--- src/rtl/dh_pkg.sv ---
// Shared definitions for the drone Diffie-Hellman key exchange (initiator and responder).
package dh_pkg;

    // Default group parameters, shared with the initiator's modular exponentiation block
    localparam int unsigned DH_P = 23;
    localparam int unsigned DH_G = 5;
    localparam int unsigned DH_N = 8;

    // Responder control states
    typedef enum logic [2:0] {
        IDLE = 3'd0,
        LOAD = 3'd1,
        PUB  = 3'd2,
        KEY  = 3'd3,
        DONE = 3'd4,
        ERR  = 3'd5
    } dh_state_e;

    // A peer public value of 0, 1 or anything not reduced mod P is refused
    function automatic logic dh_reject_peer(input int unsigned value, input int unsigned modulus);
        return (value < 2) || (value >= modulus);
    endfunction

endpackage

--- src/rtl/mod_mul.sv ---
// Combinational modular multiplier: q = (a * b) % P, full 2N-bit product reduced in one step.
module mod_mul #(
    parameter int unsigned P = 23,
    parameter int unsigned N = 8
) (
    input  logic [N-1:0] a,
    input  logic [N-1:0] b,
    output logic [N-1:0] q
);

    localparam logic [2*N-1:0] MODULUS = (2*N)'(P);

    logic [2*N-1:0] prod;

    // Widen both operands so the product keeps all 2N bits before reduction
    always_comb begin
        prod = {{N{1'b0}}, a} * {{N{1'b0}}, b};
        q    = N'(prod % MODULUS);
    end

endmodule

--- src/rtl/dh_responder.sv ---
// Responder side of the DH exchange: computes G^priv mod P and peer_pub^priv mod P
// with constant-time square-and-multiply, sharing one modular multiplier.
module dh_responder
    import dh_pkg::*;
#(
    parameter int unsigned P = DH_P,
    parameter int unsigned G = DH_G,
    parameter int unsigned N = DH_N
) (
    input  logic         clk,
    input  logic         rst,
    input  logic         ena,
    input  logic         peer_valid,
    output logic         peer_ready,
    input  logic [N-1:0] peer_pub,
    input  logic [N-1:0] priv,
    output logic [N-1:0] pub_out,
    output logic [N-1:0] key_out,
    output logic         rdy,
    output logic         err,
    output logic         busy
);

    localparam int unsigned  IW      = (N > 1) ? $clog2(N) : 1;
    localparam logic [IW-1:0] IDX_TOP = IW'(N - 1);
    localparam logic [N-1:0]  ONE     = N'(1);

    dh_state_e     state_q, state_d;
    logic [N-1:0]  peer_q, peer_d;
    logic [N-1:0]  priv_q, priv_d;
    logic [N-1:0]  acc_q, acc_d;
    logic [N-1:0]  base_q, base_d;
    logic [N-1:0]  pub_q, pub_d;
    logic [IW-1:0] idx_q, idx_d;
    logic          mul_phase_q, mul_phase_d;
    logic [N-1:0]  pub_out_q, pub_out_d;
    logic [N-1:0]  key_out_q, key_out_d;
    logic          rdy_q, rdy_d;
    logic          err_q, err_d;
    logic          busy_q, busy_d;
    logic          peer_ready_q, peer_ready_d;

    logic [N-1:0]  mul_b;
    logic [N-1:0]  mul_q;

    // Square step multiplies acc by itself; multiply step always runs, using 1 when the bit is clear
    always_comb begin
        mul_b = acc_q;
        if (mul_phase_q) begin
            mul_b = priv_q[idx_q] ? base_q : ONE;
        end
    end

    mod_mul #(.P(P), .N(N)) u_mod_mul (
        .a (acc_q),
        .b (mul_b),
        .q (mul_q)
    );

    // Next-state, datapath updates and registered output values
    always_comb begin
        state_d     = state_q;
        peer_d      = peer_q;
        priv_d      = priv_q;
        acc_d       = acc_q;
        base_d      = base_q;
        pub_d       = pub_q;
        idx_d       = idx_q;
        mul_phase_d = mul_phase_q;
        pub_out_d   = pub_out_q;
        key_out_d   = key_out_q;
        rdy_d       = 1'b0;
        err_d       = 1'b0;

        case (state_q)
            IDLE: begin
                if (peer_valid && peer_ready_q) begin
                    peer_d  = peer_pub;
                    priv_d  = priv;
                    state_d = dh_reject_peer(32'(peer_pub), P) ? ERR : LOAD;
                end
            end
            LOAD: begin
                acc_d       = ONE;
                base_d      = N'(G);
                idx_d       = IDX_TOP;
                mul_phase_d = 1'b0;
                state_d     = PUB;
            end
            PUB, KEY: begin
                acc_d       = mul_q;
                mul_phase_d = !mul_phase_q;
                if (mul_phase_q) begin
                    idx_d = idx_q - 1'b1;
                    if (idx_q == '0) begin
                        if (state_q == PUB) begin
                            pub_d   = mul_q;
                            acc_d   = ONE;
                            base_d  = peer_q;
                            idx_d   = IDX_TOP;
                            state_d = KEY;
                        end else begin
                            pub_out_d = pub_q;
                            key_out_d = mul_q;
                            rdy_d     = 1'b1;
                            state_d   = DONE;
                        end
                    end
                end
            end
            DONE: begin
                state_d = IDLE;
            end
            ERR: begin
                err_d   = 1'b1;
                state_d = IDLE;
            end
            default: begin
                state_d = IDLE;
            end
        endcase

        peer_ready_d = (state_d == IDLE);
        busy_d       = (state_d != IDLE);
    end

    // State and datapath registers; everything holds while ena is low
    always_ff @(posedge clk or negedge rst) begin
        if (!rst) begin
            state_q      <= IDLE;
            peer_q       <= '0;
            priv_q       <= '0;
            acc_q        <= '0;
            base_q       <= '0;
            pub_q        <= '0;
            idx_q        <= '0;
            mul_phase_q  <= 1'b0;
            pub_out_q    <= '0;
            key_out_q    <= '0;
            rdy_q        <= 1'b0;
            err_q        <= 1'b0;
            busy_q       <= 1'b0;
            peer_ready_q <= 1'b0;
        end else if (ena) begin
            state_q      <= state_d;
            peer_q       <= peer_d;
            priv_q       <= priv_d;
            acc_q        <= acc_d;
            base_q       <= base_d;
            pub_q        <= pub_d;
            idx_q        <= idx_d;
            mul_phase_q  <= mul_phase_d;
            pub_out_q    <= pub_out_d;
            key_out_q    <= key_out_d;
            rdy_q        <= rdy_d;
            err_q        <= err_d;
            busy_q       <= busy_d;
            peer_ready_q <= peer_ready_d;
        end
    end

    assign peer_ready = peer_ready_q;
    assign pub_out    = pub_out_q;
    assign key_out    = key_out_q;
    assign rdy        = rdy_q;
    assign err        = err_q;
    assign busy       = busy_q;

endmodule

--- config.mk ---
export PLATFORM = sky130hd
export DESIGN_NAME = dh_responder
export DESIGN_NICKNAME = d
export VERILOG_FILES = /design/src/rtl/dh_pkg.sv /design/src/rtl/mod_mul.sv /design/src/rtl/dh_responder.sv
export SDC_FILE = /design/constraint.sdc
export NUM_CORES = 1
export LEC_CHECK = 0
export ABC_AREA = 1
export CELL_PAD_IN_SITES_DETAIL_PLACEMENT = 1
export CELL_PAD_IN_SITES_GLOBAL_PLACEMENT = 1
export CORE_MARGIN = 5
export CORE_UTILIZATION = 25
export DETAILED_ROUTE_END_ITERATION = 7
export HOLD_SLACK_MARGIN = 0.08
export PLACE_DENSITY_LB_ADDON = 0.1
export REMOVE_ABC_BUFFERS = 1
export SLEW_MARGIN = 20
export SYNTH_ARGS = -nofsm -noshare
export SYNTH_HDL_FRONTEND = slang
export SYNTH_SLANG_ARGS = --single-unit
--- constraint.sdc ---
create_clock -name clk -period 11.1 [get_ports clk]
set_clock_uncertainty 0.15 [all_clocks]
set_input_delay 2.22 -clock clk [delete_from_list [all_inputs] [get_ports clk]]
set_output_delay 2.22 -clock clk [all_outputs]
set_load 0.01 [all_outputs]
* Yosys cells after proc, flatten, opt, wreduce, memory -nomap -nowiden
Cells that the tools add are included.
Operators by class: reduce and logical (&&, ||, !) cells 15, multipliers 1, div/mod/pow operators 1, bitwise gates (word level) 1, add/sub/neg operators 1, $lt $le $gt $ge 3, eq/ne operators 7, multiplexer cells 28
Operators by type and width (number):
- $mux W8 | 8
- $pmux W8 S2 | 2
- $mux W3 | 8
- $mod A16 B5 Y16 const B | 1
- $mul A8 B8 Y16 | 1
- $reduce_and A5 Y1 | 3
- $logic_not A3 Y1 | 3
- $pmux W3 S3 | 1
- $ge A8 B5 Y1 const B | 1
- $lt A8 B2 Y1 const B | 1
- $eq A3 B2 Y1 const B | 2
- $mux W1 | 6
- $ne A2 B2 Y1 const B | 3
- $pmux W3 S2 | 1
- $reduce_and A3 Y1 | 2
- $lt A3 B4 Y1 const B | 1
- $bmux W1 S3 | 1
- $eq A3 B1 Y1 const B | 1
- $eq A3 B3 Y1 const B | 1
- $reduce_bool A3 Y1 | 1
- $sub A3 B1 Y3 const B | 1
- $pmux W1 S2 | 1
- $reduce_and A2 Y1 | 1
- $reduce_bool A2 Y1 | 1
- 5 further kinds | 5
Storage, ports and cells: logic and storage cells 71, flip-flop bits (word level) 67, output and inout port bits 20, input port bits 20

* Logic depth before layout (Yosys ltp)
word-level depth 10, depth in mapped cells 96, mapped depth without buffers 95

* Hierarchy
Synthesis repeated with hierarchy kept, for this count alone.
Second synthesis, totals: cells, all modules 1131, area total of the unflattened synthesis 7688.6 µm²
By module, submodules not included:
- mod_mul | area each 4650.7 µm², sequential area each 0.0 µm², cells an instance 788, times used 1
- dh_responder | area each 3037.9 µm², sequential area each 1676.6 µm², cells an instance 343, times used 1

* Worst setup path before layout
No wires, ideal clock.
path type reg2reg, from reg idx_q[0], to reg pub_q[4], setup time 0.065 ns, stages on the path, launching flop included 85, clock period less this slack 10.833 ns, data arrival time 10.618 ns, setup slack 0.267 ns, buffers on the path 1, data required time 10.885 ns, path through dfrtp_1 > inv_1 > o21ai_0 > o221ai_1 > nand2_1 > a31oi_1 > nand2_1 > o21ai_0 > inv_1 > nor2_1 > fa_1 > fa_1 > fa_1 > inv_1 > fa_1 > inv_1 > ha_1 > a21oi_2 > (+49 left out) > nand2_1 > inv_1 > ha_1 > nand3_1 > nand2_2 > nand2_1 > nand3_4 > nand2_1 > nand2_1 > ha_1 > nand3_2 > nand2_2 > nand2_4 > nand3_4 > buf_6 > nand2_2 > nand3_1 > nand2_1
Between the ends: word-level cells in the longest chain between the ends 6, elaborated cells between the ends (all ways) 8, classes of those cells 1 x mul; 1 x div; 4 x mux; 2 x reduce/logical
RTL lines:
- start: declaration | line dh_responder.sv:34 | logic [IW-1:0] idx_q, idx_d;
- start signal: assignment | line dh_responder.sv:151 | idx_q <= idx_d;
- $bmux W1 S3 | line dh_responder.sv:50 | mul_b = priv_q[idx_q] ? base_q : ONE;
- $mux W1 (implied by the code) | line dh_responder.sv:50
- $mux W8 | line dh_responder.sv:50
- $mux W8 | line dh_responder.sv:49 | if (mul_phase_q) begin
- $mul A8 B8 Y16 | line mod_mul.sv:17 | prod = {{N{1'b0}}, a} * {{N{1'b0}}, b};
- $mod A16 B5 Y16 | line mod_mul.sv:18 | q = N'(prod % MODULUS);
- end signal: assignment | line dh_responder.sv:150 | pub_q <= pub_d;
- end: declaration | line dh_responder.sv:33 | logic [N-1:0] pub_q, pub_d;
Several ways; a longest one is shown, not always the timed one. The select of a mux whose other input is x is not followed. A chain may end at the register's enable or synchronous reset.

* Worst setup path in the final report
from reg idx_q[0], to reg pub_q[1]
The elaborated chain is that of the path after synthesis.

==> run metrics <==
cts-stage hold buffer count 0; result of the run finished with violations; share of cells above drive strength 1 0.407; Synth Area in Compound Gates 0.0634; worst slew margin relative to its limit 0.409; final max-slew violation count 0; DRT Wirelength 22000 um; GP Congestion 0.782; CP Class reg2reg; Req. time, crit path ~11000 ps; number of antenna violations at the first check in global routing 0; Starting Density 0.254; height of the chip ~180 um; # setup viols final 22; synthesized instance count 1068; number of levels the H-tree was split into 3; Ys Warns 0; floorplan die area 0.0328 mm^2; Critical Path Source Type flip-flop; Synth cell types 41; Max-cap violations 0; pin count of the biggest net entering global routing 68; worst setup slack after placement -765 ps; most instantiated flip-flop cell in the synthesis netlist dfrtp_1; number of optimization iterations in the first detailed-route pass 4; CP dominant cell by count nand2_4; number of global-route vias before repair 8286; synthesized-area fraction occupied by xor and xnor cells 0.0180; TritonCTS clock tree yes; portion of the post-synthesis area used by sequential elements 0.229; Die W 181 um; cell area after layout 0.0113 mm^2; share of the clock period used by the worst path after layout 1.01; number of top-level pins 40; area of the core 0.0288 mm^2; via count 7505; transition time at the pin with the least slew margin between 800 and 900 ps; path type of the worst min-delay path reg2reg; final hold violation count 0; CP arrival 11260 ps; synthesis-stage register bit count 67; latest clock arrival within the worst-skew pair 330 ps; number of clock buffers inserted by TritonCTS 9; clock transition at the registers of the reported paths roughly 60 ps; cell type of the slowest stage on the worst timing path fa_1; remaining global-route overflow 0; buffer cell driving the clock tree root clkbuf_16; wire length per cell after detailed routing 12.8 um; main combinational cell family by area after synthesis simple AND/OR/NAND/NOR gates; Worst setup startpoint idx_q[0]; Synth-to-Final Area Change 54.0%; commonest cells after routing, fill and taps aside nand2_1 (260), buf_4 (204), inv_1 (136), nor2_1 (69), dfrtp_1 (67); Synth Area in Simple Gates 0.409; Via density 4.37; Fillers 3512; multiplexer area fraction after synthesis 0.0169; post-synth design cell area approximately 0.0073 mm^2; layout net count around 1400; Avg Cell Area, Syn 6.85 um^2; Reg-to-Reg Start idx_q[0]; Initial DRC Count 160; total half-perimeter wirelength after legalization and detailed placement between 15000 and 20000 um; remaining design rule violation count 0; post-layout minimum cycle time 11180 ps; RSZ-0062 raised after global routing true; maximum buffer depth of the clock tree 2; global-route usage over all layers 0.134; leading cell type in the layout, fill and taps excluded nand2_1; post-synthesis share of cell area spent on full adders, half adders and majority gates 0.167; Setup crit end kind flip-flop; failing checks setup timing; dpl cell area 0.00932 mm^2; Worst Path Max Fanout 8; port buffer count 39; Routed Antenna Nets 0; number of enable flip-flop cells after synthesis 0; row cnt 62; setup ws final -84.9 ps; global-route wire length before repair around 38000 um; critical hold path startpoint pub_out[1]; fraction of registers with async set/reset 1.00; biggest cell delay along the critical path 570 ps; n_diodes 0; max frequency 0.0894 GHz; Clock Sinks 67
-- worst paths after layout --
check                                  end  slack, ps  cells past startpoint
worst min-delay path            pub_out[1]        320                      2
worst max-delay path              pub_q[1]        -80                     84
min in group asynchronous       pub_out[7]       1930                      2
worst min register to register  pub_out[1]        320                      2
max in group asynchronous        priv_q[7]       8270                      2
worst max register to register    pub_q[1]        -80                     84
-- stage by stage --
stage / instances / hold slack (ps) / TNS (ps) / utilization
2_1_floorplan: 1058 / 298 / 0 / -
3_3_place_gp: 1638 / 307 / -10090 / 0.324
3_5_place_dp: 1638 / 312 / -16790 / 0.324
4_1_cts: 1710 / 326 / -336 / 0.381
5_1_grt: 1717 / 343 / -21550 / 0.391
6_report: 1717 / 320 / -1370 / 0.391
-- routing by layer --
layer / track usage / vias up / routed length, um
li1: - / 3873 / -
met1: 0.173 / 3585 / 10300
met2: 0.247 / 36 / 11300
met3: 0.0125 / 11 / 240
met4: 0.0222 / 0 / 159
met5: 0 / - / 0
-- Yosys cell counts (11+ instances only) --
cell type | number | area share
nand2_1 | 319 | 0.16
inv_1 | 154 | 0.079
nor2_1 | 105 | 0.054
nand3_1 | 94 | 0.064
dfrtp_1 | 67 | 0.23
nand2_2 | 50 | 0.043
ha_1 | 40 | 0.068
o21ai_0 | 38 | 0.026
fa_1 | 36 | 0.098
nand4_1 | 20 | 0.017
inv_2 | 19 | 0.0097
nand2_4 | 12 | 0.018
mux2_2 | 11 | 0.017
-- sequential cells by signal, indices dropped and copies added, names as in the netlist --
register	cells
acc_q	8
base_q	8
key_out	8
peer_q	8
priv_q	8
pub_out	8
pub_q	8
idx_q	3
state_q	3
busy	1
err	1
mul_phase_q	1
peer_ready	1
rdy	1
-- timing repair --
action	4_1_cts	5_1_grt
resized for setup	223	64
setup endpoints to repair	24	24
cloned	1	0
buffers inserted	55	7
pin swaps	116	62
endpoints found under the hold margin	0	0
-- critical path: cells and delay by family, from the launching register on --
| kind | cells | cell delay, ps |
|---|---|---|
| AOI/OAI and AO/OA | 6 | 980 |
| DFF | 1 | 410 |
| buffers and inverters | 16 | 1910 |
| and+or+nand+nor | 56 | 5070 |
| xor gates and xnor gates | 1 | 170 |
| adders and majority gates | 5 | 2300 |
-- final cells by class --
cell class	count	area (um^2)	share of cell area
multi-input cells	815	6010	0.533
repair buffers	258	2090	0.185
flip-flops and latches	67	1680	0.149
inverters	177	667	0.0592
well taps	384	480	0.0426
clock buffers	10	239	0.0212
clock inverters	6	111	0.00988
-- cell families (layout without fill, tap and decap cells) --
family	Yosys count	count (layout)
mux	11	11
simple gates	638	639
flops	67	67
buf+inv	187	451
compound gates	74	74
fa+ha+maj	76	76
xor+xnor	15	15
Power is left out: the tool's default activity adds up to more than one toggle a clock period on the data nets, which glitch-free logic cannot reach.
